## config.mk

```make
export PLATFORM = sky130hd
export DESIGN_NAME = pokey_poly_gen_flat
export DESIGN_NICKNAME = d
export VERILOG_FILES = /design/src/rtl/pokey_poly_pkg.sv /design/src/rtl/pokey_poly_gen_if.sv /design/src/rtl/pokey_poly_lfsr.sv /design/src/rtl/pokey_poly_gen.sv /design/src/flat_wrapper.sv
export SDC_FILE = /design/constraint.sdc
export NUM_CORES = 1
export LEC_CHECK = 0
export ABC_AREA = 1
export CAP_MARGIN = 20
export CORE_MARGIN = 3
export CORE_UTILIZATION = 48
export CTS_BUF_LIST = sky130_fd_sc_hd__clkbuf_4 sky130_fd_sc_hd__clkbuf_8
export CTS_CLUSTER_SIZE = 25
export DETAILED_ROUTE_END_ITERATION = 16
export GPL_ROUTABILITY_DRIVEN = 1
export GPL_TIMING_DRIVEN = 0
export MAX_ROUTING_LAYER = met4
export PLACE_DENSITY = 0.74
export SYNTH_ARGS = -nofsm -noshare
export SYNTH_HDL_FRONTEND = slang
export SYNTH_HIERARCHICAL = 1
export SYNTH_SLANG_ARGS = --single-unit
```

## constraint.sdc

```tcl
create_clock -name clk -period 0.94 [get_ports clk]
set_input_delay 0.188 -clock clk [delete_from_list [all_inputs] [get_ports clk]]
set_output_delay 0.188 -clock clk [all_outputs]
set_load 0.01 [all_outputs]
```

## src/rtl/pokey_poly_pkg.sv

```systemverilog
`default_nettype none
// ============================================================================
// Module   : pokey_poly_pkg
// Brief    : Default POKEY poly constants and parameter sanity helpers.
// Revision : 1.0
// ============================================================================
package pokey_poly_pkg;

    typedef enum logic {
        MODE_FULL  = 1'b0,
        MODE_SHORT = 1'b1
    } poly_mode_e;

    localparam int         POLY4_LEN   = 4;
    localparam int         POLY4_TAP   = 1;
    localparam logic [3:0] POLY4_SEED  = 4'b1010;

    localparam int         POLY5_LEN   = 5;
    localparam int         POLY5_TAP   = 2;
    localparam logic [4:0] POLY5_SEED  = 5'b01010;

    localparam int          POLY17_LEN       = 17;
    localparam int          POLY17_TAP       = 5;
    localparam int          POLY17_SHORT_LEN = 9;
    localparam int          POLY17_SHORT_TAP = 4;
    localparam logic [16:0] POLY17_SEED      = 17'h0AAAA;
    localparam int          POLY_RAND_W      = 8;

    // An all-ones seed is the XNOR lock-up state, so it is rejected at elaboration.
    function automatic bit seed_ok(input logic [63:0] seed, input int unsigned len);
        logic [63:0] mask;
        mask = (64'd1 << len) - 64'd1;
        return (seed & mask) != mask;
    endfunction

    function automatic bit shape_ok(input int len, input int tap, input int short_en,
                                    input int short_len, input int short_tap,
                                    input int rand_w);
        bit ok;
        ok = (len >= 4) && (len <= 32) && (tap >= 1) && (tap < len) && (rand_w >= 1);
        if (short_en != 0) begin
            ok = ok && (short_len >= 2) && (short_len < len) && (short_tap < short_len - 1)
                    && (rand_w <= short_len);
        end else begin
            ok = ok && (rand_w <= len);
        end
        return ok;
    endfunction

endpackage
`default_nettype wire

```

## src/rtl/pokey_poly_gen_if.sv

```systemverilog
`default_nettype none
// ============================================================================
// Module   : pokey_poly_gen_if
// Brief    : Random-read and channel-sample bus of the poly generator.
// Revision : 1.0
// ============================================================================
interface pokey_poly_gen_if #(
    parameter int RAND_W = 8,
    parameter int NCH    = 4
);
    logic              rand_req;
    logic [RAND_W-1:0] rand_data;
    logic              rand_valid;
    logic [NCH-1:0]    chan_strobe;
    logic [NCH-1:0]    chan_bit;

    modport master (
        output rand_req,
        output chan_strobe,
        input  rand_data,
        input  rand_valid,
        input  chan_bit
    );

    modport slave (
        input  rand_req,
        input  chan_strobe,
        output rand_data,
        output rand_valid,
        output chan_bit
    );
endinterface
`default_nettype wire

```

## src/rtl/pokey_poly_lfsr.sv

```systemverilog
`default_nettype none
// ============================================================================
// Module   : pokey_poly_lfsr
// Brief    : XNOR-feedback poly register with full/short mode and init clear.
// Revision : 1.0
// ============================================================================
module pokey_poly_lfsr
    import pokey_poly_pkg::*;
#(
    parameter int             LEN       = POLY17_LEN,
    parameter int             TAP       = POLY17_TAP,
    parameter int             SHORT_EN  = 1,
    parameter int             SHORT_LEN = POLY17_SHORT_LEN,
    parameter int             SHORT_TAP = POLY17_SHORT_TAP,
    parameter logic [LEN-1:0] SEED      = POLY17_SEED,
    parameter int             RAND_W    = POLY_RAND_W
) (
    input  logic              clk,
    input  logic              reset_n,
    input  logic              ce,
    input  logic              enable,
    input  logic              init,
    input  logic              mode_short,
    output logic              lsb,
    output logic [RAND_W-1:0] field
);

    localparam bit PARAMS_OK = seed_ok(64'(SEED), LEN)
                             && shape_ok(LEN, TAP, SHORT_EN, SHORT_LEN, SHORT_TAP, RAND_W);

    generate
        if (!PARAMS_OK) begin : g_param_check
            $error("pokey_poly_lfsr: illegal parameter set (all-ones SEED or bad shape)");
        end
    endgenerate

    poly_mode_e        mode_eff;
    logic [LEN-1:0]    reg_q;
    logic [LEN-1:0]    reg_d;
    logic              fb_full;
    logic              fb_short;

    assign mode_eff = (SHORT_EN != 0 && mode_short) ? MODE_SHORT : MODE_FULL;

    always_comb begin
        reg_d    = reg_q;
        fb_full  = ~(reg_q[TAP] ^ reg_q[0]) & ~init;
        fb_short = ~(reg_q[SHORT_TAP] ^ reg_q[0]) & ~init;
        if (ce && enable) begin
            // Short mode rotates only the low field; the upper bits keep their value.
            if (mode_eff == MODE_SHORT) begin
                reg_d[SHORT_LEN-1:0] = {fb_short, reg_q[SHORT_LEN-1:1]};
            end else begin
                reg_d = {fb_full, reg_q[LEN-1:1]};
            end
        end
    end

    always_ff @(posedge clk or negedge reset_n) begin
        if (!reset_n) begin
            reg_q <= SEED;
        end else begin
            reg_q <= reg_d;
        end
    end

    assign lsb = reg_q[0];

    generate
        if (SHORT_EN != 0) begin : g_short_field
            assign field = (mode_eff == MODE_SHORT) ? reg_q[SHORT_LEN-1 -: RAND_W]
                                                    : reg_q[LEN-1 -: RAND_W];
        end else begin : g_full_field
            assign field = reg_q[LEN-1 -: RAND_W];
        end
    endgenerate

endmodule
`default_nettype wire

```

## src/rtl/pokey_poly_gen.sv

```systemverilog
`default_nettype none
// ============================================================================
// Module   : pokey_poly_gen
// Brief    : Poly counter with random-byte capture and per-channel latches.
// Revision : 1.0
// ============================================================================
module pokey_poly_gen
    import pokey_poly_pkg::*;
#(
    parameter int             LEN       = POLY17_LEN,
    parameter int             TAP       = POLY17_TAP,
    parameter int             SHORT_EN  = 1,
    parameter int             SHORT_LEN = POLY17_SHORT_LEN,
    parameter int             SHORT_TAP = POLY17_SHORT_TAP,
    parameter logic [LEN-1:0] SEED      = POLY17_SEED,
    parameter int             RAND_W    = POLY_RAND_W,
    parameter int             NCH       = 4
) (
    input  logic              clk,
    input  logic              reset_n,
    input  logic              ce,
    input  logic              enable,
    input  logic              init,
    input  logic              mode_short,
    pokey_poly_gen_if.slave   bus,
    output logic              bit_out
);

    logic              lsb;
    logic [RAND_W-1:0] field;

    logic [RAND_W-1:0] rand_data_q;
    logic [RAND_W-1:0] rand_data_d;
    logic              rand_valid_q;
    logic              rand_valid_d;
    logic [NCH-1:0]    chan_bit_q;
    logic [NCH-1:0]    chan_bit_d;

    pokey_poly_lfsr #(
        .LEN       (LEN),
        .TAP       (TAP),
        .SHORT_EN  (SHORT_EN),
        .SHORT_LEN (SHORT_LEN),
        .SHORT_TAP (SHORT_TAP),
        .SEED      (SEED),
        .RAND_W    (RAND_W)
    ) u_lfsr (
        .clk        (clk),
        .reset_n    (reset_n),
        .ce         (ce),
        .enable     (enable),
        .init       (init),
        .mode_short (mode_short),
        .lsb        (lsb),
        .field      (field)
    );

    // Capture and sampling both read the pre-shift register on the same edge.
    always_comb begin
        rand_data_d  = rand_data_q;
        rand_valid_d = ce & bus.rand_req;
        chan_bit_d   = chan_bit_q;
        if (ce && bus.rand_req) begin
            rand_data_d = ~field;
        end
        for (int i = 0; i < NCH; i++) begin
            if (ce && bus.chan_strobe[i]) begin
                chan_bit_d[i] = lsb;
            end
        end
    end

    always_ff @(posedge clk or negedge reset_n) begin
        if (!reset_n) begin
            rand_data_q  <= '0;
            rand_valid_q <= 1'b0;
            chan_bit_q   <= '0;
        end else begin
            rand_data_q  <= rand_data_d;
            rand_valid_q <= rand_valid_d;
            chan_bit_q   <= chan_bit_d;
        end
    end

    assign bus.rand_data  = rand_data_q;
    assign bus.rand_valid = rand_valid_q;
    assign bus.chan_bit   = chan_bit_q;
    assign bit_out        = lsb;

endmodule
`default_nettype wire

```

## src/flat_wrapper.sv

```systemverilog
// flat-port wrapper written by rule: the top's interface ports become plain ports
module pokey_poly_gen_flat import pokey_poly_pkg::*;
#(
    parameter int             LEN       = POLY17_LEN,
    parameter int             TAP       = POLY17_TAP,
    parameter int             SHORT_EN  = 1,
    parameter int             SHORT_LEN = POLY17_SHORT_LEN,
    parameter int             SHORT_TAP = POLY17_SHORT_TAP,
    parameter logic [LEN-1:0] SEED      = POLY17_SEED,
    parameter int             RAND_W    = POLY_RAND_W,
    parameter int             NCH       = 4
)
  (clk, reset_n, ce, enable, init, mode_short, bit_out, bus_rand_req, bus_chan_strobe, bus_rand_data, bus_rand_valid, bus_chan_bit);
  pokey_poly_gen_if #(.RAND_W(RAND_W), .NCH(NCH)) bus_i ();
  input  logic clk;
  input  logic reset_n;
  input  logic ce;
  input  logic enable;
  input  logic init;
  input  logic mode_short;
  output logic bit_out;
  input wire logic [$bits(bus_i.rand_req)-1:0] bus_rand_req;
  input wire logic [$bits(bus_i.chan_strobe)-1:0] bus_chan_strobe;
  output wire logic [$bits(bus_i.rand_data)-1:0] bus_rand_data;
  output wire logic [$bits(bus_i.rand_valid)-1:0] bus_rand_valid;
  output wire logic [$bits(bus_i.chan_bit)-1:0] bus_chan_bit;
  assign bus_i.rand_req = bus_rand_req;
  assign bus_i.chan_strobe = bus_chan_strobe;
  assign bus_rand_data = bus_i.rand_data;
  assign bus_rand_valid = bus_i.rand_valid;
  assign bus_chan_bit = bus_i.chan_bit;
  pokey_poly_gen #(.LEN(LEN), .TAP(TAP), .SHORT_EN(SHORT_EN), .SHORT_LEN(SHORT_LEN), .SHORT_TAP(SHORT_TAP), .SEED(SEED), .RAND_W(RAND_W), .NCH(NCH)) u_core (.clk(clk), .reset_n(reset_n), .ce(ce), .enable(enable), .init(init), .mode_short(mode_short), .bus(bus_i), .bit_out(bit_out));
endmodule
```

[Word level (Yosys, flattened, before mapping)]
Cells that the tools add are included.
Storage, ports and cells
  register bits after elaboration: 30
  bits of input ports: 11
  output and inout port bits: 14
  logic and storage cells: 28
Cells by class
  mux-type cells: 3
  bitwise operators: 10
  reduce and logical (&&, ||, !) cells: 7
Operator list (count)
  two-way mux 9 bit: 1
  two-way mux 8 bit: 1
  inverter 8 bit: 1
  logical AND 1 bit: 6
  inverter 1 bit: 4
  AND 1 bit: 3
  AND reduction 2 bit: 1
  XOR 1 bit: 2
  two-way mux 1 bit: 1

[Logic depth before layout (Yosys ltp)]
  depth after elaboration: 4
  depth in mapped cells: 6
  mapped depth without buffers: 6

[Hierarchy]
Netlist, hierarchy kept.
Modules (own cells, without submodules)
  pokey_poly_lfsr: instances 1, cells each 96, area each 783.3 µm², sequential area each 435.4 µm²
  pokey_poly_gen: instances 1, cells each 66, area each 568.0 µm², sequential area each 325.3 µm²

[Least setup slack after synthesis]
OpenSTA, ideal clock, no wires.
  kind: register to register
  start: register u_core.u_lfsr.reg_q[11]
  end: register u_core.rand_data_q[2], in the netlist u_core/bus.rand_data[2]
  data arrival time: 0.809 ns
  required time: 0.823 ns
  path slack: 0.014 ns
  stages on the path, launching flop included: 6
  buffers on the path: 0
  period minus slack after synthesis: 0.926 ns
  cell sequence: dfstp_2 > inv_1 > o21ai_0 > inv_1 > nand3_1 > nand2_1
Between the ends
  word-level cells in the longest chain between the ends: 2
RTL lines
  from (decl): line pokey_poly_lfsr.sv:38  | logic [LEN-1:0] reg_q;
  from (signal assigned): line pokey_poly_lfsr.sv:63  | reg_q <= reg_d;
  two-way mux 8 bit: line pokey_poly_lfsr.sv:71  | assign field = (mode_eff == MODE_SHORT) ? reg_q[SHORT_LEN-1 -: RAND_W]
  via u_core.field[2]: line pokey_poly_gen.sv:30  | logic [RAND_W-1:0] field;
  inverter 8 bit: line pokey_poly_gen.sv:64  | rand_data_d = ~field;
  to (signal assigned): line pokey_poly_gen.sv:79  | rand_data_q <= rand_data_d;
  to (decl): line pokey_poly_gen.sv:32  | logic [RAND_W-1:0] rand_data_q;
The timed path passes the listed nets, and every way through them passes these cells.
A chain may end at the register's enable or synchronous reset.

[Worst setup path in the final report]
  start: register u_core.rand_data_q[7], in the netlist u_core/bus.rand_data[7]
  end: output port bus_rand_data[7]
RTL lines
  to (decl): line flat_wrapper.sv:24  | output wire logic [$bits(bus_i.rand_data)-1:0] bus_rand_data;
No word-level cell between the ends.

==> results.tsv <==
metric	value	unit
status	finished with violations	
violations	setup timing	
ys_ff_latch	30	
worstSetupPathType	flip-flop to output pin	
first_pass_iters	4	
seqPwrFrac	0.469	
nFillCells	202	
syn_avg_cell_area	8.34	µm²
dieArea	3490	µm²
wirelength	3.09	mm
cap_viol_max_count	0	
rows	18	
dp_hpwl	2.01	mm
fin_crit_sh	1.12	
dpl_worst_slack	-0.571	ns
vias	1170	
grt_pass1_vias	1084	
critPathSlowestCell	dfrtp_1	
period_needed	1.05	ns
syn_to_final_growth	38.5	%
regArea	762	µm²
most-common-layout-cells	53 x nand2_1, 21 x dfrtp_1, 16 x inv_1	
setup_slack	-0.115	ns
design_area	1870	µm²
core	2570	µm²
combPwrFrac	0.284	
grt_pass1_wl	4.67	mm
drive_gt1_frac	0.395	
p_leak	0.953	nW
ys_seq_area_frac	0.563	
placed_area	1650	µm²
grt_usage	0.183	
antenna_found_initial	0	
vdd_ir_drop_max	0.00176	V
worstPathArrival	0.87	ns
power-per-cell-area	2020	nW/µm²
layout_commonest_cell	nand2_1	
diodes	0	
initial_core_util	0.526	
antenna_left	0	
via_per_inst	4.88	
multi_input_area	514	µm²
syn_area	1350	µm²
path_max_fanout	2	
cp_top_family	flip-flops	
cp.depth	1	
grt_overflow	0	
io_buffers	23	
gp_congestion	0.813	
synth.top_cell.area_share	0.407	
clock_latency	0.33	ns
cts_root_buf	clkbuf_4	
wl_per_cell	12.9	µm
drtIter0Drc	46	
io_pins	25	
synth_fp_nets	173	
cts_tree	done	
htree_num_levels	2	
max_freq	948	MHz
p_total	3.78	mW
rsz0062_at_grt	yes	
die_w	59.1	µm
cts_sinks	30	
switchingPower	1.15	mW
hold_violations	0	
worstPathRequired	0.75	ns
yosysUniqueCellTypes	15	
clock_skew	0.00888	ns
syn_inst	162	
die_h	59.1	µm
drc	0	
cpPeakStageDelay	0.39	ns
startpoint_type	flip-flop	
ctsHoldBuffers	0	
hold_class	input pin to flip-flop	
synth_area_leaders	dfrtp_1 41%, nand2_1 16%, dfstp_2 16%	
nNetsFinal	220	
intPower	2.63	mW
hold_ws	0.115	ns
r2r_slack	-0.09	ns
cts_buffers	5	
grt_max_degree	22	
worstRegToRegCells	6	
clk_pin_slew	0.09	ns
sw_frac_of_total	0.304	
crit_path_cell_trace	buf_2	
pwr-share-clk	0.247	
setup_violations	23	
yosys_warnings	6	
slew_headroom	0.644	
drv_slew	0	
clockBufferDepth	2	
yosysTopAreaCell	dfrtp_1	
end_kind	output pin	
holdPathStages	3	
cp_num_buf_inv	1	
worst_slew_pin_slew	0.532	ns
cell type report:
class / instances / area share
Inverter: 24 / 0.0495
Timing Repair Buffer: 40 / 0.175
Sequential cell: 30 / 0.407
Tap cell: 30 / 0.0201
Multi-Input combinational cell: 102 / 0.275
Clock buffer: 8 / 0.0421
Buffer: 6 / 0.0314
through the flow:
step,cells,utilization,setup TNS (ns)
5_1_grt,240,0.729,-2.70
4_1_cts,231,0.672,-1.57
2_1_floorplan,162,-,0
3_5_place_dp,216,0.641,-17.05
6_report,240,0.729,-1.73
3_3_place_gp,215,0.631,-34.88
power by group through the flow:
stage,Combinational [mW],Sequential [mW],Clock [mW]
final,1.07,1.77,0.933
after CTS,0.846,1.76,0.960
after floorplan,0.386,1.81,0
after global routing,1.18,1.80,1.01
after global placement,0.807,1.78,0
after detailed placement,0.837,1.80,0
per-layer routing:
metal | routed length, µm | GRT usage
met5 | 0 | -
met4 | 29 | 0.0583
met3 | 238 | 0.0588
met2 | 1550 | 0.290
met1 | 1280 | 0.222
path summary, 6_finish.rpt:
check | startpoint | endpoint
setup / recovery | u_core/bus.rand_data[7] | bus_rand_data[7]
hold / removal | bus_rand_req | u_core/bus.rand_data[0]
setup reg to reg | u_core/u_lfsr/reg_q[0] | u_core/u_lfsr/reg_q[8]
hold reg to reg | u_core/bus.chan_bit[2] | u_core/bus.chan_bit[2]
max in group asynchronous | reset_n | u_core/u_lfsr/reg_q[1]
min in group asynchronous | reset_n | u_core/bus.rand_data[3]
registers in the layout (all words and copies together), names as in the netlist:
name,cells
u_core/u_lfsr/reg_q,17
u_core/bus.chan_bit,4
u_core/bus.rand_valid,1
u_core/bus.rand_data,8
cells in the mapped netlist:
master	count
nand3_1	14
inv_1	23
dfstp_2	8
o21ai_1	6
nand2_1	59
nand2_2	1
buf_6	3
nor2_4	1
buf_8	1
o21ai_0	16
inv_2	1
nor2_1	2
a21oi_1	3
dfrtp_1	22
buf_2	2
kinds of logic after synthesis:
| group | Yosys count | share of synthesized area |
|---|---|---|
| and+or+nand+nor | 77 | 0.234 |
| DFF | 30 | 0.563 |
| buffers and inverters | 30 | 0.110 |
| AOI/OAI and AO/OA | 25 | 0.0926 |
timing repair:
action / in CTS / in global routing
gates resized for setup: 74 / 28
pin swaps: 3 / 6
buffers inserted: 6 / 9
gates cloned: 1 / 0
endpoints found under the setup margin: 36 / 33
Power figures use the tool's default switching activity.
